--- src/rtl/regfile_wb_if.sv ---
// Writeback bus between the two requesters (ALU result A, load result B) and the
// register-file write-port arbiter. The master drives requests; the slave is the arbiter.
interface regfile_wb_if #(
  parameter int DW = 32,
  parameter int AW = 5
);
  logic          STALL;
  logic          A_VALID;
  logic [AW-1:0] A_DR;
  logic [DW-1:0] A_DATA;
  logic          A_READY;
  logic          B_VALID;
  logic [AW-1:0] B_DR;
  logic [DW-1:0] B_DATA;
  logic          B_READY;
  logic          RegW;
  logic [AW-1:0] DR;
  logic [DW-1:0] Reg_In;
  logic          LAST_GNT;

  modport master (
    output STALL, A_VALID, A_DR, A_DATA, B_VALID, B_DR, B_DATA,
    input  A_READY, B_READY, RegW, DR, Reg_In, LAST_GNT
  );

  modport slave (
    input  STALL, A_VALID, A_DR, A_DATA, B_VALID, B_DR, B_DATA,
    output A_READY, B_READY, RegW, DR, Reg_In, LAST_GNT
  );
endinterface

--- src/rtl/regfile_wb_arbiter.sv ---
// Round-robin arbiter for the register file's single write port. Requester A
// (ALU) and B (load) compete; one write is accepted per cycle and presented to
// the register file one cycle later through registered RegW/DR/Reg_In.
module regfile_wb_arbiter #(
  parameter int DW          = 32,
  parameter int AW          = 5,
  parameter bit SUPPRESS_R0 = 1'b1
) (
  input logic        CLK,
  input logic        RST,
  regfile_wb_if.slave bus
);

  logic          w_gnt_a;
  logic          w_gnt_b;
  logic          r_regw_p1;
  logic [AW-1:0] r_dr_p1;
  logic [DW-1:0] r_reg_in_p1;
  logic          r_last_gnt;

  // R0 is hard-wired zero in the register file when suppression is enabled:
  // the transfer is still accepted, only the write enable is withheld.
  function automatic logic f_write_en(input logic [AW-1:0] dr);
    return !(SUPPRESS_R0 && (dr == '0));
  endfunction

  // Grant: stall blocks everything; a lone requester wins; a tie goes to the
  // requester opposite the last grant. Reset also holds grants off so no
  // requester sees a handshake that the cleared write port would drop.
  always_comb begin
    w_gnt_a = 1'b0;
    w_gnt_b = 1'b0;
    if (!RST && !bus.STALL) begin
      if (bus.A_VALID && bus.B_VALID) begin
        if (r_last_gnt) w_gnt_a = 1'b1;
        else            w_gnt_b = 1'b1;
      end else if (bus.A_VALID) begin
        w_gnt_a = 1'b1;
      end else if (bus.B_VALID) begin
        w_gnt_b = 1'b1;
      end
    end
  end

  // p0 -> p1: capture the granted write; idle or stalled edges drop RegW and
  // leave DR/Reg_In holding the previous write.
  always_ff @(posedge CLK or posedge RST) begin
    if (RST) begin
      r_regw_p1   <= 1'b0;
      r_dr_p1     <= '0;
      r_reg_in_p1 <= '0;
      r_last_gnt  <= 1'b1;
    end else if (w_gnt_a) begin
      r_regw_p1   <= f_write_en(bus.A_DR);
      r_dr_p1     <= bus.A_DR;
      r_reg_in_p1 <= bus.A_DATA;
      r_last_gnt  <= 1'b0;
    end else if (w_gnt_b) begin
      r_regw_p1   <= f_write_en(bus.B_DR);
      r_dr_p1     <= bus.B_DR;
      r_reg_in_p1 <= bus.B_DATA;
      r_last_gnt  <= 1'b1;
    end else begin
      r_regw_p1   <= 1'b0;
    end
  end

  assign bus.A_READY  = w_gnt_a;
  assign bus.B_READY  = w_gnt_b;
  assign bus.RegW     = r_regw_p1;
  assign bus.DR       = r_dr_p1;
  assign bus.Reg_In   = r_reg_in_p1;
  assign bus.LAST_GNT = r_last_gnt;

endmodule
--- src/flat_wrapper.sv ---
// flat-port wrapper written by rule: the top's interface ports become plain ports
module regfile_wb_arbiter_flat 
#(
  parameter int DW          = 32,
  parameter int AW          = 5,
  parameter bit SUPPRESS_R0 = 1'b1
)
  (CLK, RST, bus_STALL, bus_A_VALID, bus_A_DR, bus_A_DATA, bus_B_VALID, bus_B_DR, bus_B_DATA, bus_A_READY, bus_B_READY, bus_RegW, bus_DR, bus_Reg_In, bus_LAST_GNT);
  regfile_wb_if #(.DW(DW), .AW(AW)) bus_i ();
  input logic CLK;
  input logic RST;
  input wire logic [$bits(bus_i.STALL)-1:0] bus_STALL;
  input wire logic [$bits(bus_i.A_VALID)-1:0] bus_A_VALID;
  input wire logic [$bits(bus_i.A_DR)-1:0] bus_A_DR;
  input wire logic [$bits(bus_i.A_DATA)-1:0] bus_A_DATA;
  input wire logic [$bits(bus_i.B_VALID)-1:0] bus_B_VALID;
  input wire logic [$bits(bus_i.B_DR)-1:0] bus_B_DR;
  input wire logic [$bits(bus_i.B_DATA)-1:0] bus_B_DATA;
  output wire logic [$bits(bus_i.A_READY)-1:0] bus_A_READY;
  output wire logic [$bits(bus_i.B_READY)-1:0] bus_B_READY;
  output wire logic [$bits(bus_i.RegW)-1:0] bus_RegW;
  output wire logic [$bits(bus_i.DR)-1:0] bus_DR;
  output wire logic [$bits(bus_i.Reg_In)-1:0] bus_Reg_In;
  output wire logic [$bits(bus_i.LAST_GNT)-1:0] bus_LAST_GNT;
  assign bus_i.STALL = bus_STALL;
  assign bus_i.A_VALID = bus_A_VALID;
  assign bus_i.A_DR = bus_A_DR;
  assign bus_i.A_DATA = bus_A_DATA;
  assign bus_i.B_VALID = bus_B_VALID;
  assign bus_i.B_DR = bus_B_DR;
  assign bus_i.B_DATA = bus_B_DATA;
  assign bus_A_READY = bus_i.A_READY;
  assign bus_B_READY = bus_i.B_READY;
  assign bus_RegW = bus_i.RegW;
  assign bus_DR = bus_i.DR;
  assign bus_Reg_In = bus_i.Reg_In;
  assign bus_LAST_GNT = bus_i.LAST_GNT;
  regfile_wb_arbiter #(.DW(DW), .AW(AW), .SUPPRESS_R0(SUPPRESS_R0)) u_core (.CLK(CLK), .RST(RST), .bus(bus_i));
endmodule
--- config.mk ---
export PLATFORM = sky130hd
export DESIGN_NAME = regfile_wb_arbiter_flat
export DESIGN_NICKNAME = d
export VERILOG_FILES = /design/src/rtl/regfile_wb_if.sv /design/src/rtl/regfile_wb_arbiter.sv /design/src/flat_wrapper.sv
export SDC_FILE = /design/constraint.sdc
export NUM_CORES = 1
export LEC_CHECK = 0
export CORE_MARGIN = 8
export CORE_UTILIZATION = 32
export DETAILED_ROUTE_END_ITERATION = 8
export PLACE_DENSITY = 0.75
export SETUP_SLACK_MARGIN = 0.1
export SLEW_MARGIN = 20
export SYNTH_ARGS = -nofsm -noshare
export SYNTH_HDL_FRONTEND = slang
export SYNTH_SLANG_ARGS = --single-unit
--- constraint.sdc ---
create_clock -name CLK -period 1.8 [get_ports CLK]
set_input_delay 0.36 -clock CLK [delete_from_list [all_inputs] [get_ports CLK]]
set_output_delay 0.36 -clock CLK [all_outputs]
set_load 0.005 [all_outputs]
# After elaboration in Yosys (flattened, before gate mapping)
# Cells that the tools add are included.
# W data, S select, Z words.
[word_totals]
ff_bits = 39
output_inout_bits = 41
elab_cells = 30
[op_classes]
mux = 17
n_reduce_logical = 9
[op_table]
columns = ["cell", "count"]
rows = [
  ["$mux W32", 2],
  ["$mux W1", 13],
  ["$logic_not A5 Y1", 2],
  ["$mux W5", 2],
  ["$logic_not A1 Y1", 4],
  ["$logic_and A1 B1 Y1", 2],
  ["$reduce_bool A2 Y1", 1],
]

# Depth between registers and ports, before layout
[depth]
depth_word = 6
mapped_depth = 5

# Worst setup path before layout
# No wires, ideal clock.
[synth_timing]
path_type = "register to output"
start = "reg u_core.r_last_gnt, in the netlist u_core.bus.LAST_GNT"
end = "out bus_A_READY"
arrival_ns = 1.189
required_time_ns = 1.440
path_slack_ns = 0.251
path_stages_with_launch = 5
path_cell_list = "dfstp_2 > nand2b_1 > and2_1 > buf_2 > buf_4"
[synth_via]
elab_chain_cells = 3
[synth_lines]
columns = ["item", "line", "source"]
rows = [
  ["start, declared", "regfile_wb_arbiter.sv:19", "logic r_last_gnt;"],
  ["start signal, assigned", "regfile_wb_arbiter.sv:52", "r_last_gnt <= 1'b1;"],
  ["start signal, assigned", "regfile_wb_arbiter.sv:57", "r_last_gnt <= 1'b0;"],
  ["start signal, assigned", "regfile_wb_arbiter.sv:62", "r_last_gnt <= 1'b1;"],
  ["$mux W1", "regfile_wb_arbiter.sv:35", "if (r_last_gnt) w_gnt_a = 1'b1;"],
  ["$mux W1", "regfile_wb_arbiter.sv:34", "if (bus.A_VALID && bus.B_VALID) begin"],
  ["$mux W1", "regfile_wb_arbiter.sv:33", "if (!RST && !bus.STALL) begin"],
  ["end, declared", "flat_wrapper.sv:19", "output wire logic [$bits(bus_i.A_READY)-1:0] bus_A_READY;"],
]
# Every way passes these cells.

# Worst setup path after layout
[layout_timing]
start = "in bus_STALL"
end = "out bus_B_READY"
[layout_via]
elab_chain_cells = 3
[layout_lines]
columns = ["item", "line", "source"]
rows = [
  ["start, declared", "flat_wrapper.sv:12", "input wire logic [$bits(bus_i.STALL)-1:0] bus_STALL;"],
  ["$logic_not A1 Y1", "regfile_wb_arbiter.sv:33", ""],
  ["$logic_and A1 B1 Y1", "regfile_wb_arbiter.sv:33", ""],
  ["$mux W1", "regfile_wb_arbiter.sv:33", ""],
  ["end, declared", "flat_wrapper.sv:20", "output wire logic [$bits(bus_i.B_READY)-1:0] bus_B_READY;"],
]
# Every way passes these cells.

==> flow_metrics.tcl <==
set metrics [dict create \
    area_growth_syn_to_layout_pct 62.1 \
    final_cells 451 \
    maximum_fanout_along_the_worst_path 2 \
    via_count_of_the_first_global_routing_pass 2563 \
    grt.total_usage_pct 13.7 \
    drt-wirelength-per-cell_microns 16.9 \
    timing.slew.headroom_pct 72.5 \
    finalHoldWorstSlack_ps 381 \
    grt_antenna_before_repair 0 \
    mappedNetlistArea_sq_um 2540 \
    final.setup_skew_ps 10.8 \
    path_delay_family "buffers and inverters" \
    std_cell_rows 32 \
    cp.arrival_ps 1280 \
    initial_utilization_pct 33.0 \
    nets_in_the_synthesized_netlist 295 \
    cts_inserted_buffers 5 \
    grt_first_pass_wirelength_microns 12600 \
    drt_drc_violations_left 0 \
    die_area_sq_um 11000 \
    clock_tree_from_tritoncts "yes" \
    place_congestion 0.742 \
    period_needed_ps 1640 \
    insertion_delay_ps 280 \
    worstPathCellList "dlygate4sd2_1 -> or3b_4 -> a21oi_2 -> buf_2" \
    seq_area_sq_um 977 \
    netlist_instances 216 \
    num-nets-final 428 \
    synth_area_per_cell_sq_um 11.7 \
    detailroute.via_count 2197 \
    post-dp-hpwl_microns 5900 \
    timing_worst_slew_pin_value_ps 413 \
    asyncSetResetFlopFracSynth_pct 100 \
    r2r-end "u_core.bus.Reg_In[25]$_DFFE_PP0P_" \
    number_of_fill_cells 684 \
    cts_num_sinks 39 \
    critical_path.slowest_cell "sky130_fd_sc_hd__or3b_4" \
    reg2reg_setup_slack_ps 180 \
    run_status "complete, no violations" \
    fin_util_pct 53.5 \
    crit_buf_inv 2 \
    antennaDiodeCount 0 \
    ys_types 28 \
    finalSetupTns_ps 0 \
    worst-endpoint-required_ps 1440 \
    total_of_flip_flops_plus_latches_after_synthesis 39 \
    grt_start_max_net_pins 40 \
    cts_root_buffer "sky130_fd_sc_hd__clkbuf_8" \
    core_area_sq_um 7690 \
    routed_via_density 4.87 \
    cts.path.max_buffers 2 \
    portBuffers 119 \
    hold_path.class "in2async" \
    critical_path.max_stage_delay_ps 380 \
    final_layout_size_suffix_gt1_share_pct 21.8 \
    fp.dieH_microns 105 \
    power-per-cell-area_nw_per_um2 738 \
    power_leakage_nw 1.66 \
    finalHoldViolations 0 \
    grt_setup_unrepaired "false" \
    drt-initial-drc-count 59 \
    cp-start-kind "input port" \
    path_class "in2out" \
    path_clk_slew_ps 80 \
    timing.max_cap.violations 0 \
    antenna_left 0 \
    worst_ir_drop_vdd_v 0.000351 \
    timing.final.setup_violations 0 \
    reg2reg_from "u_core.bus.LAST_GNT$_DFFE_PP1P_" \
    min_period_over_period_pct 91.2 \
    multi_input_area_sq_um 1320 \
    rr_worst_depth 5 \
    floorplan.io_pins 120 \
    cts-hold-fix-buffers 0 \
    maxClockFrequency_mhz 609 \
    final_critical_path_setup_slack_ps 159 \
    h-tree-depth 2 \
    yosysSeqAreaShare_pct 38.5 \
    place_inst 442 \
    drt_pass1_iterations 4 \
    report.final.slew_viol_count 0 \
    worst_setup_path_end_kind "output pin" \
    drt-total-wl_microns 7630 \
    grt_overflow 0 \
    die_width_microns 105 \
    postSynth.topFlopCell "sky130_fd_sc_hd__dfrtp_1" \
    dp_worst_setup_slack_ps -551 \
    number_of_enable_flip_flop_cells_after_synthesis 0 \
    yosys_warnings 0 \
]
==> per-layer routing <==
layer  track usage [%]  vias to the layer above  routed length (microns)
li1                  -                     1053                        -
met1              14.3                     1062                     3050
met2              25.2                       72                     4010
met3              4.12                       10                      451
met4              5.20                        0                      130
met5                 0                        -                        0
==> cells by family (layout without fill, tap and decap cells) <==
logic type             after synthesis  after routing  share of synthesized area, %
AOI/OAI and AO/OA                   71             71                          40.0
buffers and inverters               55            188                          10.5
DFF                                 39             39                          38.5
muxes                                1              1                         0.395
and+or+nand+nor                     50             50                          10.6
==> layout make-up <==
cell class	instances	area share [%]
well taps	102	3.11
clock buffers	6	1.77
clock inverters	1	0.731
multi-input cells	122	32.0
inverters	33	3.01
repair buffers	148	35.6
flip-flops and latches	39	23.8
==> worst max-delay path by stage <==
stage                                     from                                end  slack [ps]  cells past startpoint
6_report                             bus_STALL                        bus_B_READY         160                      4
4_1_cts        u_core.bus.LAST_GNT$_DFFE_PP1P_                        bus_A_READY          90                      3
2_1_floorplan  u_core.bus.LAST_GNT$_DFFE_PP1P_                        bus_A_READY         250                      4
3_3_place_gp                       bus_B_VALID                        bus_B_READY        -500                      4
3_5_place_dp                       bus_B_VALID                        bus_B_READY        -550                      4
5_1_grt        u_core.bus.LAST_GNT$_DFFE_PP1P_  u_core.bus.Reg_In[25]$_DFFE_PP0P_         120                      5
==> stage by stage <==
stage	instance area, sq um	power (mW)
finish	4110	3.03
global route	4110	3.20
floorplan	2540	1.68
CTS	4100	3.08
detailed placement	3990	2.36
global placement	3990	2.33
==> state kept, by name (all words and copies together), names as in the netlist <==
signal               cells
u_core.bus.DR            5
u_core.bus.LAST_GNT      1
u_core.bus.RegW          1
u_core.bus.Reg_In       32
==> power by group <==
group / internal, mW / switching (mW) / leakage [nW]
clock: 0.407 / 0.292 / 0.0513
sequential: 1.04 / 0.0824 / 0.471
combinational: 0.757 / 0.454 / 1.14
total: 2.20 / 0.828 / 1.66
==> worst reg2reg max path, cell delays in order (launching register included) <==
cell and delay (ps):
sky130_fd_sc_hd__dfstp_2 570, sky130_fd_sc_hd__nand2b_4 140, sky130_fd_sc_hd__and2_4 150, sky130_fd_sc_hd__buf_4 120, sky130_fd_sc_hd__buf_4 360, sky130_fd_sc_hd__o311ai_1 150
==> layout by cell type, fill, tap and decap left out, types with 5 or more instances in the layout <==
cell type / netlist / layout
sky130_fd_sc_hd__a221o_1: 5 / 5
sky130_fd_sc_hd__buf_4: 3 / 22
sky130_fd_sc_hd__nand3_1: 32 / 32
sky130_fd_sc_hd__inv_1: 33 / 32
sky130_fd_sc_hd__clkdlybuf4s50_1: 0 / 112
sky130_fd_sc_hd__and3_1: 5 / 5
sky130_fd_sc_hd__dlygate4sd2_1: 0 / 5
sky130_fd_sc_hd__buf_12: 1 / 5
sky130_fd_sc_hd__dfrtp_1: 38 / 38
sky130_fd_sc_hd__o311ai_4: 28 / 28
sky130_fd_sc_hd__o21ai_0: 32 / 32
sky130_fd_sc_hd__clkbuf_8: 0 / 5
==> timing repair <==
item / 4_1_cts / 5_1_grt
buffers inserted: 1 / 1
setup endpoints to repair: 40 / 1
pin swaps: 2 / 2
gates resized for setup: 15 / 2
==> synth_stat cells (all sizes together) (3+ instances only) <==
cell type	n	area, sq um
and3	5	31.3
o21ai	32	160
nand3	32	160
a221o	5	50.1
dfrtp	38	951
o311ai	32	786
nor2	3	11.3
clkbuf	13	48.8
buf	9	93.8
inv	33	124
(Power assumes the default switching activity.)
